### config.mk
export PLATFORM = sky130hd
export DESIGN_NAME = usb_status_uart_tx
export DESIGN_NICKNAME = d
export VERILOG_FILES = /design/src/rtl/usb_uart_pkg.sv /design/src/rtl/uart_bit_timer.sv /design/src/rtl/usb_status_uart_tx.sv
export SDC_FILE = /design/constraint.sdc
export NUM_CORES = 1
export LEC_CHECK = 0
export ABC_CLOCK_PERIOD_IN_PS = 2300
export CAP_MARGIN = 20
export CORE_MARGIN = 2
export CORE_UTILIZATION = 54
export CTS_CLUSTER_SIZE = 20
export DETAILED_ROUTE_END_ITERATION = 10
export GPL_TIMING_DRIVEN = 1
export PLACE_DENSITY = 0.78
export SYNTH_ARGS = -nofsm -noshare
export SYNTH_HDL_FRONTEND = slang
export SYNTH_SLANG_ARGS = --single-unit
### constraint.sdc
create_clock -name clk48 -period 2.3 [get_ports clk48]
set_clock_uncertainty 0.15 [all_clocks]
set_input_delay 0.345 -clock clk48 [delete_from_list [all_inputs] [get_ports clk48]]
set_output_delay 0.345 -clock clk48 [all_outputs]
set_load 0.05 [all_outputs]
### src/rtl/usb_uart_pkg.sv
// Shared definitions for the status-stream UART blocks: FSM state
// encoding, default clock rate and the bit-period divisor helper.
package usb_uart_pkg;

    typedef enum logic [2:0] {
        ST_IDLE  = 3'd0,
        ST_REQ   = 3'd1,
        ST_WAIT  = 3'd2,
        ST_START = 3'd3,
        ST_DATA  = 3'd4,
        ST_STOP  = 3'd5
    } uart_tx_state_e;

    localparam int unsigned DEFAULT_CLK_HZ = 48_000_000;
    localparam int unsigned DEFAULT_BAUD   = 115_200;

    // Clock cycles per bit, truncated.
    function automatic int unsigned calc_div(input int unsigned clk_hz,
                                             input int unsigned baud);
        return clk_hz / baud;
    endfunction

endpackage

### src/rtl/uart_bit_timer.sv
// Free-running bit-period timer. Held at zero while load is high, then
// counts 0..DIV-1 and wraps; tick marks the last cycle of each bit.
module uart_bit_timer #(
    parameter int unsigned DIV = 416
) (
    input  logic clk,
    input  logic rst,
    input  logic load,
    output logic tick
);

    localparam int unsigned   CW   = (DIV > 1) ? $clog2(DIV) : 1;
    localparam logic [CW-1:0] LAST = CW'(DIV - 1);

    logic [CW-1:0] cnt_q;
    logic [CW-1:0] cnt_d;

    assign tick = (cnt_q == LAST);

    // Next count: restart on load or at the end of a bit period.
    always_comb begin
        cnt_d = cnt_q + 1'b1;
        if (load || (cnt_q == LAST)) begin
            cnt_d = '0;
        end
    end

    // Counter register.
    always_ff @(posedge clk) begin
        if (rst) begin
            cnt_q <= '0;
        end else begin
            cnt_q <= cnt_d;
        end
    end

endmodule

### src/rtl/usb_status_uart_tx.sv
// Status-stream consumer: requests bytes from the status generator with a
// one-cycle inc pulse and serialises each one as 8N1 (LSB first) on tx.
module usb_status_uart_tx
    import usb_uart_pkg::*;
#(
    parameter int unsigned CLK_HZ    = DEFAULT_CLK_HZ,
    parameter int unsigned BAUD      = DEFAULT_BAUD,
    parameter int unsigned STOP_BITS = 1,
    parameter int unsigned WAIT_MAX  = 4
) (
    input  logic       clk48,
    input  logic       rst,
    input  logic       en,
    output logic       inc,
    input  logic [7:0] din,
    input  logic       din_v,
    output logic       tx,
    output logic       busy,
    output logic       ovr
);

    localparam int unsigned    DIV       = calc_div(CLK_HZ, BAUD);
    localparam int unsigned    WCW       = $clog2(WAIT_MAX + 1);
    localparam logic [WCW-1:0] WAIT_LAST = WCW'(WAIT_MAX - 1);
    localparam logic [2:0]     STOP_LAST = 3'(STOP_BITS - 1);

    uart_tx_state_e state_q, state_d;
    logic [7:0]     shreg_q, shreg_d;
    logic [2:0]     bit_cnt_q, bit_cnt_d;
    logic [WCW-1:0] wait_cnt_q, wait_cnt_d;
    logic           tx_q, tx_d;
    logic           inc_q, inc_d;
    logic           busy_q, busy_d;
    logic           ovr_q, ovr_d;
    logic           rst_exit_q, rst_exit_d;
    logic           tick;
    logic           timer_load;

    assign tx   = tx_q;
    assign inc  = inc_q;
    assign busy = busy_q;
    assign ovr  = ovr_q;

    // Timer sits at zero outside a frame so START always gets a full bit.
    assign timer_load = !(state_q inside {ST_START, ST_DATA, ST_STOP});

    uart_bit_timer #(
        .DIV (DIV)
    ) u_bit_timer (
        .clk  (clk48),
        .rst  (rst),
        .load (timer_load),
        .tick (tick)
    );

    // State and output registers; reset aborts any frame in flight.
    always_ff @(posedge clk48) begin
        if (rst) begin
            state_q    <= ST_IDLE;
            shreg_q    <= '0;
            bit_cnt_q  <= '0;
            wait_cnt_q <= '0;
            tx_q       <= 1'b1;
            inc_q      <= 1'b0;
            busy_q     <= 1'b0;
            ovr_q      <= 1'b0;
            rst_exit_q <= 1'b1;
        end else begin
            state_q    <= state_d;
            shreg_q    <= shreg_d;
            bit_cnt_q  <= bit_cnt_d;
            wait_cnt_q <= wait_cnt_d;
            tx_q       <= tx_d;
            inc_q      <= inc_d;
            busy_q     <= busy_d;
            ovr_q      <= ovr_d;
            rst_exit_q <= rst_exit_d;
        end
    end

    // Next-state logic; din_v beats a WAIT timeout in the same cycle.
    always_comb begin
        state_d = state_q;
        unique case (state_q)
            ST_IDLE:  if (en) state_d = ST_REQ;
            ST_REQ:   state_d = ST_WAIT;
            ST_WAIT: begin
                if (din_v) begin
                    state_d = ST_START;
                end else if (wait_cnt_q == WAIT_LAST) begin
                    state_d = ST_REQ;
                end
            end
            ST_START: if (tick) state_d = ST_DATA;
            ST_DATA:  if (tick && (bit_cnt_q == 3'd7)) state_d = ST_STOP;
            ST_STOP: begin
                if (tick && (bit_cnt_q == STOP_LAST)) begin
                    state_d = en ? ST_REQ : ST_IDLE;
                end
            end
            default:  state_d = ST_IDLE;
        endcase
    end

    // Datapath: byte capture, shifting, bit/stop counting and WAIT timeout.
    always_comb begin
        shreg_d    = shreg_q;
        bit_cnt_d  = bit_cnt_q;
        wait_cnt_d = '0;
        case (state_q)
            ST_WAIT: begin
                if (din_v) begin
                    shreg_d = din;
                end else begin
                    wait_cnt_d = wait_cnt_q + 1'b1;
                end
            end
            ST_DATA: begin
                if (tick) begin
                    if (bit_cnt_q == 3'd7) begin
                        bit_cnt_d = '0;
                    end else begin
                        bit_cnt_d = bit_cnt_q + 3'd1;
                        shreg_d   = shreg_q >> 1;
                    end
                end
            end
            ST_STOP: begin
                // The bit counter is reused to count stop bits.
                if (tick) begin
                    bit_cnt_d = (bit_cnt_q == STOP_LAST) ? 3'd0 : bit_cnt_q + 3'd1;
                end
            end
            default: ;
        endcase
    end

    // Outputs are decoded from the next state so they come straight off flops.
    always_comb begin
        unique case (state_d)
            ST_START: tx_d = 1'b0;
            ST_DATA:  tx_d = shreg_d[0];
            default:  tx_d = 1'b1;
        endcase
        inc_d      = (state_d == ST_REQ);
        busy_d     = state_d inside {ST_START, ST_DATA, ST_STOP};
        // A strobe held through reset is forgiven on the first cycle out of it.
        ovr_d      = ovr_q | (din_v && (state_q != ST_WAIT) && !rst_exit_q);
        rst_exit_d = 1'b0;
    end

endmodule

== Yosys cells after proc, flatten, opt, wreduce, memory -nomap -nowiden ==
Cells that the tools add are included.
Storage, ports and cells
  ROM bits: 0
  word-level logic and storage cells: 69
  output and inout bits: 4
  memories: 0
  register bits: 31
  memory bits (writable): 0
  latch bits: 0
Cells by class
  reductions and logical operators: 17
  equal/unequal tests: 17
  $mul: 0
  bitwise gates (word level): 2
  mux-type cells: 19
  divide/modulo/power cells: 0
  shift-type cells: 0
  order comparisons: 0
  add/sub/neg operators: 3
Operators with widths (count)
  3-bit 2-to-1 mux: 10
  8-bit 2-to-1 mux: 3
  3-bit case mux with 6 select lines: 1
  8-bit case mux with 2 select lines: 1
  3-bit == test, second input constant: 5
  3-bit by 2-bit == test with 1-bit output, second input constant: 4
  9-bit by 1-bit adder with 9-bit output, second input constant: 1
  9-bit == test, second input constant: 1
  2-bit != test, second input constant: 4
  3-bit by 1-bit adder with 3-bit output, second input constant: 2
  3-bit by 1-bit == test with 1-bit output, second input constant: 2
  3-bit zero test: 2
  3-bit case mux with 2 select lines: 1
  3-bit nonzero test: 2
  1-bit logical AND: 4
  4-bit AND reduction: 1
  2-bit nonzero test: 2
  3-bit by 2-bit != test with 1-bit output, second input constant: 1
  3-bit AND reduction: 1
  3-bit OR reduction: 1
  1-bit zero test: 2
  1-bit 2-to-1 mux: 2
  1-bit case mux with 2 select lines: 1
  2-bit OR reduction: 1
  3 further kinds: 3

== Longest topological paths before layout ==
Gate-level depths: netlist (run 1).
  depth in word-level cells: 6
  gate-level depth with buffers: 7
  mapped depth without buffers: 6

== Hierarchy ==
From an unflattened synthesis (run 1), not the netlist that was laid out.
Second synthesis, totals
  cells, all modules: 173
  area total of the unflattened synthesis: 1529.0 um^2
Modules (own cells, without submodules)
  usb_status_uart_tx: instances 1, area an instance 1109.8 um^2, cells an instance 127
  uart_bit_timer: instances 1, area an instance 419.2 um^2, cells an instance 46

== Least setup slack after synthesis (run 1) ==
OpenSTA, ideal clock, no wires.
  path kind: reg-to-reg
  start point: register bit_cnt_q[0]
  end point: register tx_q (netlist: tx)
  data arrival time: 1.616 ns
  stages on the path, launching flop included: 8
  path slack: 0.399 ns
  buffers on the path: 1
  library setup time: 0.135 ns
  cell sequence: dfxtp_1 -> ha_1 -> ha_1 -> nor4b_1 -> and3_1 -> buf_2 -> o311a_1 -> a32oi_1
Between the ends
  longest elaborated chain between the ends: 6
  elaborated cells between the ends (all ways): 13
Ends and longest elaborated chain
  from (decl): RTL line usb_status_uart_tx.sv:29  | logic [2:0] bit_cnt_q, bit_cnt_d;
  from (signal assigned): RTL line usb_status_uart_tx.sv:71  | bit_cnt_q <= bit_cnt_d;
  3-bit == test or 3-bit zero test (tied branches): RTL line usb_status_uart_tx.sv:95, usb_status_uart_tx.sv:120, usb_status_uart_tx.sv:97
  1-bit logical AND, on equally long branches: RTL line usb_status_uart_tx.sv:95, usb_status_uart_tx.sv:97
  3-bit 2-to-1 mux, on equally long branches: RTL line usb_status_uart_tx.sv:95, usb_status_uart_tx.sv:97
  3-bit case mux with 6 select lines: RTL line usb_status_uart_tx.sv:84  | unique case (state_q)
  3-bit == test or 3-bit by 2-bit == test with 1-bit output (tied branches): RTL line usb_status_uart_tx.sv:140  | unique case (state_d)
  1-bit case mux with 2 select lines *: RTL line usb_status_uart_tx.sv:140
  to (signal assigned): RTL line usb_status_uart_tx.sv:73  | tx_q <= tx_d;
  to (decl): RTL line usb_status_uart_tx.sv:31  | logic tx_q, tx_d;
Every way passes the cells marked *; elsewhere a longest branch is shown, timed or not. The select of a mux whose other input is x is not followed.
A chain may end at the register's enable or synchronous reset.

== Worst setup path in the final report (run 1) ==
Same ends and word-level chain as after synthesis.

==> key figures, run 1 <==
Global routing
  • First-pass GRT wire length: 4.84 mm
  • Number of global-route vias before repair: 1062
  • Largest net degree at the start of global routing: 19
  • Total track usage: 20.1%
  • Global route overflow: 0
  • Initial antenna violation count: 0

Clocking
  • Clk buf depth: 2
  • CTS tree: yes
  • Clock latency on the worst-skew pair: 0.34 ns
  • Number of CTS-inserted buffers: 5
  • Clock Sinks: 31
  • CTS clk-pin slew, worst paths: 0.10 ns
  • Hold buffer count at cts: 0
  • H-tree depth: 2
  • Root buf cell: clkbuf_4
  • Post_cts resized: 0
  • Post-CTS setup buffer count: 0

Worst setup path
  • RR Startpoint: bit_cnt_q[0]$_SDFFE_PP0P_
  • Crit path cell chain: ha_1 -> ha_1 -> nor4b_1 -> and3_1 -> o311a_1 -> a32oi_1
  • CP max FO: 7
  • Most used cell, CP: ha_1
  • Cell family with most CP delay: simple AND/OR/NAND/NOR gates
  • Worst path slowest cell: and3_1
  • Flop-to-flop setup slack: roughly 0.3 ns
  • Arr. time, crit path: between 2 and 2.5 ns
  • RR Endpoint: tx$_SDFF_PP1_
  • Worst setup EP type: register
  • Reg2Reg Depth: 6
  • Critical path buffer and inverter count: 0
  • Worst path depth: 6
  • Crit Path Class: register to register
  • Critical path startpoint category: register
  • Crit path largest cell delay: 0.37 ns
  • Critical Path RT: 2.37 ns

Worst hold path
  • Hold Crit Depth: 1
  • WHS Endpoint: wait_cnt_q[0]$_SDFF_PP0_
  • HP Class: register to register
  • Hold_sp: wait_cnt_q[0]$_SDFF_PP0_

Cells and area
  • Commonest non-fill, non-tap cell in the layout: dfxtp_1
  • Final #Nets: approximately 200
  • Diodes inserted: 0
  • Final Util: between 60% and 70%
  • Syn-to-layout area delta: 16.2%
  • Most frequent cells in the layout: dfxtp_1, nor2_1, nand3_1, clkdlybuf4s50_1, a21oi_1
  • Share of layout cells above drive strength 1: 8.02%

STA
  • Final Max Slew Viols: 0
  • Minimum clock period: about 2 ns
  • Setup TNS: 0 ns
  • FMAX: 500 MHz
  • Fin. Hold Viols: 0
  • RSZ-0062 raised after global routing: false
  • Final setup vio count: 0
  • Slew HR: around 64%
  • Tcrit/Tclk final: between 80% and 90%
  • Slew @ Worst Pin: 0.522 ns

Yosys
  • Synth unique cells: 40
  • Ys flop type: dfxtp_1
  • Top cell type's share of synthesized area: 42.9%
  • Async SR Flop Fraction: 0%
  • Post-Syn Instances: 168
  • Post-synthesis area per instance: around 8.6 sq um
  • Synth warn: 0
  • Number of synthesized flops with an enable pin: 0
  • Register area share after synthesis: a little over two fifths
  • Post-synth top area cell: dfxtp_1
  • Synth Register Bits: 31
  • Leading post-synthesis cells by cell area: dfxtp_1, nor2_1, ha_1
  • Syn nets: between 150 and 200
  • Post-Syn Area: 0.00145 sq mm

Drt
  • Iter 0 DRT Violations: 44
  • Drt pass-1 iters: 5
  • Vias: 1230
  • Via density: 5.67
  • DRC viols: 0
  • Routed WL: 2.98 mm
  • Post-DR wirelength/cell: 13.7 um
  • Post-DRT Antenna Nets: 0

Pwr
  • Leak: 0.592 nW
  • Peak supply drop: 0.587 mV
  • Power per standard cell area: 589 mW/mm^2

Floorplanning
  • DIE AREA: 0.00311 sq mm
  • DIE HEIGHT: 55.8 um
  • Io pins: 16
  • Width of the die: roughly 56 um
  • Core area: around 0.0025 sq mm
  • Row Count: 18
  • Initial Util: between 50% and 60%

Placed design
  • Post-DP HPWL: roughly 2.1 mm
  • Number of I/O port buffers: 15
  • RePlAce Congestion: about 0.81

Flow run
  • Max_cap viols: 0

Status
  • Status: complete, no violations
-- how the worst max path moves through the flow --
stage,startpoint,to
after floorplan,bit_cnt_q[0]$_SDFFE_PP0P_,tx$_SDFF_PP1_
after global placement,din_v,inc$_SDFF_PP0_
after detailed placement,din_v,inc$_SDFF_PP0_
after CTS,bit_cnt_q[0]$_SDFFE_PP0P_,tx$_SDFF_PP1_
after global routing,bit_cnt_q[0]$_SDFFE_PP0P_,tx$_SDFF_PP1_
final,bit_cnt_q[0]$_SDFFE_PP0P_,tx$_SDFF_PP1_
-- cell usage after synthesis (2+ instances only) --
cell,instances
dfxtp_1,31
nor2_1,22
nand3_1,15
a21oi_1,14
nand2_1,10
inv_1,9
a22oi_1,6
ha_1,6
clkbuf_1,5
nand2b_1,4
nor3_1,3
xnor2_1,3
xor2_1,3
a311oi_1,2
a31oi_1,2
a32oi_1,2
and3_1,2
and3b_1,2
buf_2,2
nand4_1,2
nor2b_1,2
nor4_1,2
o21ai_0,2
-- through the flow --
step | setup WS, ns | total power, W | instance area [sq um] | hold WS [ns] | std cells
global placement | 0.210 | 0.000692 | 1630 | 0.256 | 209
CTS | 0.310 | 0.000999 | 1680 | 0.281 | 217
detailed placement | 0.138 | 0.000696 | 1630 | 0.266 | 209
finish | 0.300 | 0.000989 | 1680 | 0.276 | 217
floorplan | 0.399 | 0.000652 | 1450 | 0.223 | 168
global route | 0.148 | 0.00103 | 1680 | 0.317 | 217
-- worst register-to-register path: stages (launching register included) --
cell,delay [ns]
dfxtp_1,0.33
ha_1,0.19
ha_1,0.21
nor4b_1,0.32
and3_1,0.37
o311a_1,0.22
a32oi_1,0.10
-- area by class of cell --
| type | count | area, sq um |
|---|---|---|
| Clock buffer | 5 | 37.5 |
| Clock inverter | 3 | 15.0 |
| Fill cell | 207 | 820 |
| Inverter | 9 | 33.8 |
| Multi-Input combinational cell | 119 | 748 |
| Sequential cell | 31 | 621 |
| Tap cell | 30 | 37.5 |
| Timing Repair Buffer | 20 | 188 |
-- state kept, by name, summed over array words and instances, names as in the netlist, 3 cells and up --
name,cells
wait_cnt_q,3
shreg_q,8
state_q,3
bit_cnt_q,3
u_bit_timer.cnt_q,9
-- per-layer routing --
metal,up-vias,routed length [um],track usage (%)
li1,639,-,-
met5,-,0,0
met2,33,1380,30.8
met3,4,146,6.98
met4,0,54,8.36
met1,554,1410,25.8
-- logic make-up (layout without fill, tap and decap cells) --
family | after synthesis | count (layout) | synth area share [%]
and+or+nand+nor | 73 | 73 | 26.8
AOI/OAI and AO/OA | 34 | 34 | 16.1
DFF | 31 | 31 | 42.9
buffers and inverters | 18 | 37 | 5.36
adders and majority gates | 6 | 6 | 5.19
xor gates and xnor gates | 6 | 6 | 3.63
-- where the power goes --
| part | total [W] | internal [W] | switching [W] |
|---|---|---|---|
| clock network | 0.000303 | 0.000113 | 0.000189 |
| registers | 0.000570 | 0.000553 | 0.0000168 |
| logic | 0.000116 | 0.0000542 | 0.0000619 |
| total | 0.000989 | 0.000721 | 0.000268 |
Note: power is estimated with default switching activity, not from simulation.
==> inputs of run 2 (changes only) <==
CTS_CLUSTER_SIZE = 24   (was 20)
==> results of run 2 <==
Same layout as run 1: the final DEF is identical, and so are final timing and power.
